File: src/rtl/popcount_seq_if.sv
// Request/result bundle for the sequential ones-counter.
// The requester drives start/din. The counter returns busy, done, count and majority.
interface popcount_seq_if #(
   parameter int WIDTH = 16
);
   localparam int CW = $clog2(WIDTH + 1);

   logic             start;
   logic [WIDTH-1:0] din;
   logic             busy;
   logic             done;
   logic [CW-1:0]    count;
   logic             majority;

   modport master (
      output start,
      output din,
      input  busy,
      input  done,
      input  count,
      input  majority
   );

   modport slave (
      input  start,
      input  din,
      output busy,
      output done,
      output count,
      output majority
   );
endinterface

File: src/rtl/popcount_seq.sv
// Sequential ones-counter and majority engine.
// A WIDTH-bit word is latched on start. Its set bits are summed CHUNK bits per clock.
// The result is published with a one-cycle done pulse.
module popcount_seq #(
   parameter int WIDTH = 16,
   parameter int CHUNK = 4
) (
   input  logic                clk,
   input  logic                rst,
   popcount_seq_if.slave       bus
);
   localparam int NSTEP = (WIDTH + CHUNK - 1) / CHUNK;
   localparam int PW    = NSTEP * CHUNK;
   localparam int CW    = $clog2(WIDTH + 1);
   localparam int SW    = (NSTEP > 1) ? $clog2(NSTEP) : 1;

   typedef enum logic [0:0] {
      ST_IDLE  = 1'b0,
      ST_COUNT = 1'b1
   } state_t;

   // Number of set bits in one chunk; CHUNK <= WIDTH so the sum always fits in CW bits.
   function automatic logic [CW-1:0] chunk_ones(input logic [CHUNK-1:0] v);
      logic [CW-1:0] ones;
      ones = {CW{1'b0}};
      for (int i = 0; i < CHUNK; i++) begin
         ones = ones + CW'(v[i]);
      end
      return ones;
   endfunction

   state_t        state_r;
   logic [PW-1:0] shift_r;
   logic [CW-1:0] acc_r;
   logic [SW-1:0] step_r;
   logic          busy_r;
   logic          done_r;
   logic [CW-1:0] count_r;
   logic          majority_r;

   logic [CW-1:0] acc_next_s;
   logic          last_step_s;

   // Running sum including the chunk at the bottom of the shift register, and last-step detect.
   always_comb begin
      acc_next_s  = acc_r + chunk_ones(shift_r[CHUNK-1:0]);
      last_step_s = (step_r == SW'(NSTEP - 1));
   end

   // Control FSM with datapath; every output is a register.
   always_ff @(posedge clk) begin
      if (rst) begin
         state_r    <= ST_IDLE;
         shift_r    <= {PW{1'b0}};
         acc_r      <= {CW{1'b0}};
         step_r     <= {SW{1'b0}};
         busy_r     <= 1'b0;
         done_r     <= 1'b0;
         count_r    <= {CW{1'b0}};
         majority_r <= 1'b0;
      end else begin
         case (state_r)
            ST_IDLE: begin
               done_r <= 1'b0;
               if (bus.start) begin
                  // The MSB side is zero-padded so the last partial chunk adds nothing extra.
                  shift_r <= PW'(bus.din);
                  acc_r   <= {CW{1'b0}};
                  step_r  <= {SW{1'b0}};
                  busy_r  <= 1'b1;
                  state_r <= ST_COUNT;
               end else begin
                  busy_r  <= 1'b0;
                  state_r <= ST_IDLE;
               end
            end
            ST_COUNT: begin
               acc_r   <= acc_next_s;
               shift_r <= shift_r >> CHUNK;
               step_r  <= step_r + SW'(1);
               if (last_step_s) begin
                  count_r    <= acc_next_s;
                  majority_r <= (acc_next_s > CW'(WIDTH / 2));
                  done_r     <= 1'b1;
                  busy_r     <= 1'b0;
                  state_r    <= ST_IDLE;
               end else begin
                  done_r     <= 1'b0;
                  busy_r     <= 1'b1;
                  state_r    <= ST_COUNT;
               end
            end
            default: begin
               state_r <= ST_IDLE;
               busy_r  <= 1'b0;
               done_r  <= 1'b0;
            end
         endcase
      end
   end

   assign bus.busy     = busy_r;
   assign bus.done     = done_r;
   assign bus.count    = count_r;
   assign bus.majority = majority_r;
endmodule
File: src/flat_wrapper.sv
// flat-port wrapper written by rule: the top's interface ports become plain ports
module popcount_seq_flat 
#(
   parameter int WIDTH = 16,
   parameter int CHUNK = 4
)
  (clk, rst, bus_start, bus_din, bus_busy, bus_done, bus_count, bus_majority);
  popcount_seq_if #(.WIDTH(WIDTH)) bus_i ();
  input  logic clk;
  input  logic rst;
  input wire logic [$bits(bus_i.start)-1:0] bus_start;
  input wire logic [$bits(bus_i.din)-1:0] bus_din;
  output wire logic [$bits(bus_i.busy)-1:0] bus_busy;
  output wire logic [$bits(bus_i.done)-1:0] bus_done;
  output wire logic [$bits(bus_i.count)-1:0] bus_count;
  output wire logic [$bits(bus_i.majority)-1:0] bus_majority;
  assign bus_i.start = bus_start;
  assign bus_i.din = bus_din;
  assign bus_busy = bus_i.busy;
  assign bus_done = bus_i.done;
  assign bus_count = bus_i.count;
  assign bus_majority = bus_i.majority;
  popcount_seq #(.WIDTH(WIDTH), .CHUNK(CHUNK)) u_core (.clk(clk), .rst(rst), .bus(bus_i));
endmodule
File: config.mk
export PLATFORM = sky130hd
export DESIGN_NAME = popcount_seq_flat
export DESIGN_NICKNAME = d
export VERILOG_FILES = /design/src/rtl/popcount_seq_if.sv /design/src/rtl/popcount_seq.sv /design/src/flat_wrapper.sv
export SDC_FILE = /design/constraint.sdc
export NUM_CORES = 1
export LEC_CHECK = 0
export CORE_ASPECT_RATIO = 1.5
export CORE_MARGIN = 2
export CORE_UTILIZATION = 45
export CTS_CLUSTER_DIAMETER = 100
export DETAILED_ROUTE_END_ITERATION = 12
export PLACE_DENSITY = 0.7
export SYNTH_ARGS = -nofsm -noshare
export SYNTH_HDL_FRONTEND = slang
export SYNTH_SLANG_ARGS = --single-unit
File: constraint.sdc
create_clock -name clk -period 4.9 [get_ports clk]
set_clock_uncertainty 0.1 [all_clocks]
set_input_delay 0.49 -clock clk [delete_from_list [all_inputs] [get_ports clk]]
set_output_delay 0.49 -clock clk [all_outputs]
set_load 0.02 [all_outputs]
Word level (Yosys, flattened, before mapping)

Index checks and enable logic that the tools add are counted.

$add $sub $neg: 5
$mul: 0
Divide/modulo/power cells: 0
Order comparisons: 1
Equal/unequal tests: 2
Shifts and indexed selects: 0
Mux-type cells: 11
Bitwise logic cells: 1
Reduce and logical (&&, ||, !) cells: 1

Operators with widths:

| cell                | count |
|---|---|
| $pmux 16 s2         | 1 |
| $mux 16             | 1 |
| $add 5x1->5         | 2 |
| $pmux 5 s2          | 1 |
| $add 5x5->5         | 1 |
| $gt 5x4->1 const B  | 1 |
| $mux 5              | 1 |
| $pmux 1 s2          | 2 |
| $pmux 2 s2          | 1 |
| $mux 1              | 3 |
| $add 1x1->2         | 1 |
| $add 2x1->2 const B | 1 |
| $eq 2x2->1 const B  | 1 |
| $mux 2              | 1 |
| $ne 2x2->1 const B  | 1 |
| $reduce_and 2->1    | 1 |
| $not 1->1           | 1 |

Flip-flop bits (word level): 31
Latch bits: 0
RAM bits: 0
Bits in read-only memories: 0
Bits of input ports: 19
Output and inout port bits: 8
Logic and storage cells: 28
Memories kept: 0

Longest topological paths before layout

Depth in word-level cells: 5
Depth in mapped cells: 11
Depth with buffers taken out: 11

Worst setup path after synthesis

No wires, ideal clock.

Kind: register to register
From: register u_core.shift_r[0]
To: register u_core.majority_r, in the netlist u_core.bus.majority
Library setup time: 133 ps
Arrival time: 2245 ps
Required time: 4667 ps
Path slack: 2422 ps
Stages on the path, launching flop included: 12
Buffers on the path: 0
Clock period less this slack: 2478 ps
Cell sequence: dfxtp_1 ha_1 inv_1 fa_1 inv_1 ha_1 inv_1 fa_1 xor2_1 inv_1 o311ai_1 a311oi_1

Longest elaborated chain between the ends: 5

RTL lines:

| what                     | line               | source |
|---|---|---|
| from (decl)              | popcount_seq.sv:33 | `logic [PW-1:0] shift_r;` |
| from (signal assigned)   | popcount_seq.sv:54 | `shift_r <= {PW{1'b0}};` |
| from (signal assigned)   | popcount_seq.sv:67 | `shift_r <= PW'(bus.din);` |
| from (signal assigned)   | popcount_seq.sv:79 | `shift_r <= shift_r >> CHUNK;` |
| $add 1x1->2              | popcount_seq.sv:27 | `ones = ones + CW'(v[i]);` |
| $add 5x1->5 (2 in a row) | popcount_seq.sv:27 |  |
| $add 5x5->5              | popcount_seq.sv:46 | `acc_next_s = acc_r + chunk_ones(shift_r[CHUNK-1:0]);` |
| $gt 5x4->1               | popcount_seq.sv:83 | `majority_r <= (acc_next_s > CW'(WIDTH / 2));` |
| to (signal assigned)     | popcount_seq.sv:83 |  |
| to (decl)                | popcount_seq.sv:39 | `logic majority_r;` |

No other way between the ends.
A chain may end at the register's enable or synchronous reset.

Worst setup path in the final report

Same ends and word-level chain as after synthesis.

==> out/qor.yml <==
floorplanning:
  die_width_um: 50.7
  die_area_um2: 3760
  io_pins: 27
  start_util_pct: 47.1
  die_y_um: 74.1
  core-area_um2: 3130
  std_cell_rows: 25
critical_path:
  r2r_end: "u_core.bus.majority"
  critPathMaxStageDelay_ps: 410
  cp.buffers_inverters: 4
  end_kind: "flop"
  path_cells: "ha_1, inv_1, fa_1, inv_1, ha_1, inv_1, fa_1, xor2_1, inv_1, o311ai_1, a311oi_1"
  cpMaxStageDelayCell: "fa_1"
  reg2reg_depth: 11
  cp_max_fo: 2
  reg2reg_slack_ps: 2240
  timing.rr.start: "u_core.shift_r[0]"
  crit_path_start_kind: "flop"
  crit_type: "flop to flop"
  worstPathArrival_ps: 2670
  cp.required_ps: 4910
  path_common_cell: "inv_1"
  cp_top_family: "adder cells"
hold_path:
  min_path_type: "flop to flop"
  whs_path_depth: 2
  whs_endpoint: "u_core.bus.count[0]"
  hold_path.startpoint: "u_core.bus.count[0]"
grt:
  grt_pass1_wl_um: 4840
  use_met2_pct: 32.2
  grt_pass1_vias: 1094
  gr-usage-all-layers_pct: 17.4
  antenna_found_initial: 0
  grtUsageMet3_pct: 4.82
  use_met1_pct: 18.3
  grt_max_degree: 46
  top_usage_layer: "met2"
  grt_overflow: 0
synthesis:
  yosysSeqAreaShare_pct: 42.1
  synthCells: 170
  synth_edf_count: 0
  synthArstFlopShare_pct: 0
  netlist_area_um2: 1470
  synth_area_per_cell_um2: 8.66
  ys_ff_latch: 31
  synth_cell_types: 31
  synth_flop_cell: "dfxtp_1"
  yosys_warnings: 0
  syn_nets: 197
final_layout:
  final_util_pct: 58.9
  finalNonFillerCells: 234
  fin_nets: 220
  fill_cells: 295
  drive_gt1_share_pct: 6.70
  diodes: 0
  area_growth_syn_to_layout_pct: 25.1
power_and_ir_drop:
  power.total_uw: 558
  p_leak_nw: 0.779
  irDropWorstVdd_mv: 0.236
  power_density_nw_per_um2: 303
sta:
  maxSlewViolCount: 0
  rsz0062_at_grt: "no"
  period_minus_slack_ps: 2660
  setup_ws_ps: 2240
  fmax_ghz: 0.376
  post-route-period-util_pct: 54.3
  setup_tns_ps: 0
  setup_viol_count_final: 0
  relSlewSlack_pct: 26.0
  hold_violations: 0
  worstMarginPinSlew_ps: 1110
routing:
  drt_first_pass_iters: 4
  wirelength_um: 2930
  vias: 1207
  viasPerCell: 5.16
  ant_nets: 0
  drc_errors: 0
  avgRoutedWirePerCell_um: 12.5
  drtIter0Drc: 27
placed_design:
  dpl.cell_count: 226
  preCtsSetupSlack_ps: 2240
  gp_congestion: 0.777
  dp_hpwl_um: 2050
  io_buffers: 26
cts:
  cts_root_buf: "clkbuf_8"
  clock_path_buffers: 2
  cts_buffers: 5
  post_cts_buffers: 0
  insertion_delay_ps: 280
  path_clk_slew_ps: 70
  cts_resized: 0
  cts.sinks: 31
  cts_tree: "yes"
  hold_buffers: 0
  cts_max_level: 2
job:
  cap_violations: 0
run_status:
  status: "finished clean"
==> flip-flops by register name, indices dropped and copies added (netlist names) <==
register / count
u_core.bus.majority: 1
u_core.acc_r: 5
u_core.shift_r: 16
u_core.bus.done: 1
u_core.bus.count: 5
u_core.state_r: 1
u_core.step_r: 2
==> per-stage QoR <==
step	hold WS [ps]	cell area [um2]
floorplan	354	1470
global placement	352	1740
detailed placement	350	1740
CTS	368	1840
global route	390	1840
finish	371	1840
==> cell usage in the layout (no fill, tap or decap) <==
cell type        instances
nor3b_1                  4
nand3b_1                 1
or3_1                    1
nand2_1                  4
nand3_1                  1
o311ai_1                 1
o22ai_1                  1
a21oi_1                 19
fa_1                     2
ha_1                     6
nand2b_1                 1
clkdlybuf4s50_1         26
nor2_1                  39
and2_0                   1
nor2b_2                  1
xor2_1                   1
and3_4                   1
mux2i_1                 18
clkbuf_1                 1
a211oi_1                 2
a31oi_1                  1
clkbuf_8                 7
dfxtp_1                 31
o211a_1                  1
o21ai_0                  1
buf_4                    2
o21ai_2                  1
nor3_1                   5
or3_4                    1
inv_1                   11
a21o_1                   1
a311oi_1                 1
==> report_power, final <==
group	internal, mW	switching [mW]
clock network	0.128	0.0895
registers	0.262	0.00533
logic	0.0349	0.0374
==> worst reg2reg max path, cell delays in order, from the launching register on <==
cell	delay [ps]
dfxtp_1	310
ha_1	280
inv_1	70
fa_1	400
inv_1	70
ha_1	180
inv_1	60
fa_1	410
xor2_1	210
inv_1	70
o311ai_1	220
a311oi_1	120
==> per-layer routing <==
layer | up-vias | routed length [um] | part of all wire (%)
met3 | 6 | 99 | 3.4
met5 | - | 0 | 0
met1 | 562 | 1180 | 40
met4 | 0 | 46 | 1.6
met2 | 26 | 1600 | 55
li1 | 613 | - | -
==> area by class of cell <==
class | count | area (um2) | area share [%]
Sequential cell | 31 | 621 | 33.7
Timing Repair Buffer | 28 | 275 | 14.9
Inverter | 11 | 41.3 | 2.24
Clock buffer | 8 | 100 | 5.43
Tap cell | 40 | 50.0 | 2.72
Multi-Input combinational cell | 116 | 754 | 41.0
==> worst max path at each step <==
stage / startpoint / end / cells after the start
finish: u_core.shift_r[0] / u_core.bus.majority / 11
detailed placement: u_core.shift_r[0] / u_core.bus.majority / 11
floorplan: u_core.shift_r[0] / u_core.bus.majority / 11
global route: u_core.shift_r[0] / u_core.bus.majority / 11
global placement: u_core.shift_r[0] / u_core.bus.majority / 11
CTS: u_core.shift_r[0] / u_core.bus.majority / 11
==> Yosys cell counts (all sizes together), types with 2 or more instances <==
master,count,area (um2)
o21ai,2,13.8
nor2,39,146
a211oi,2,15.0
ha,6,75.1
a21oi,19,95.1
buf,7,37.5
nand2,4,15.0
clkbuf,5,18.8
dfxtp,31,621
mux2i,18,180
nor3b,4,30.0
inv,11,41.3
fa,2,40.0
nor3,5,25.0
or3,2,17.5
==> logic make-up after synthesis <==
logic type	Yosys count	share of synthesized area [%]
flip-flops	31	42.1
buffers and inverters	23	6.63
multiplexers	18	12.2
adder cells (fa/ha/maj)	8	7.82
AND/OR/NAND/NOR	60	18.9
XOR/XNOR	1	0.595
AO/OA/AOI/OAI	29	11.6
Power figures use the tool's default switching activity.
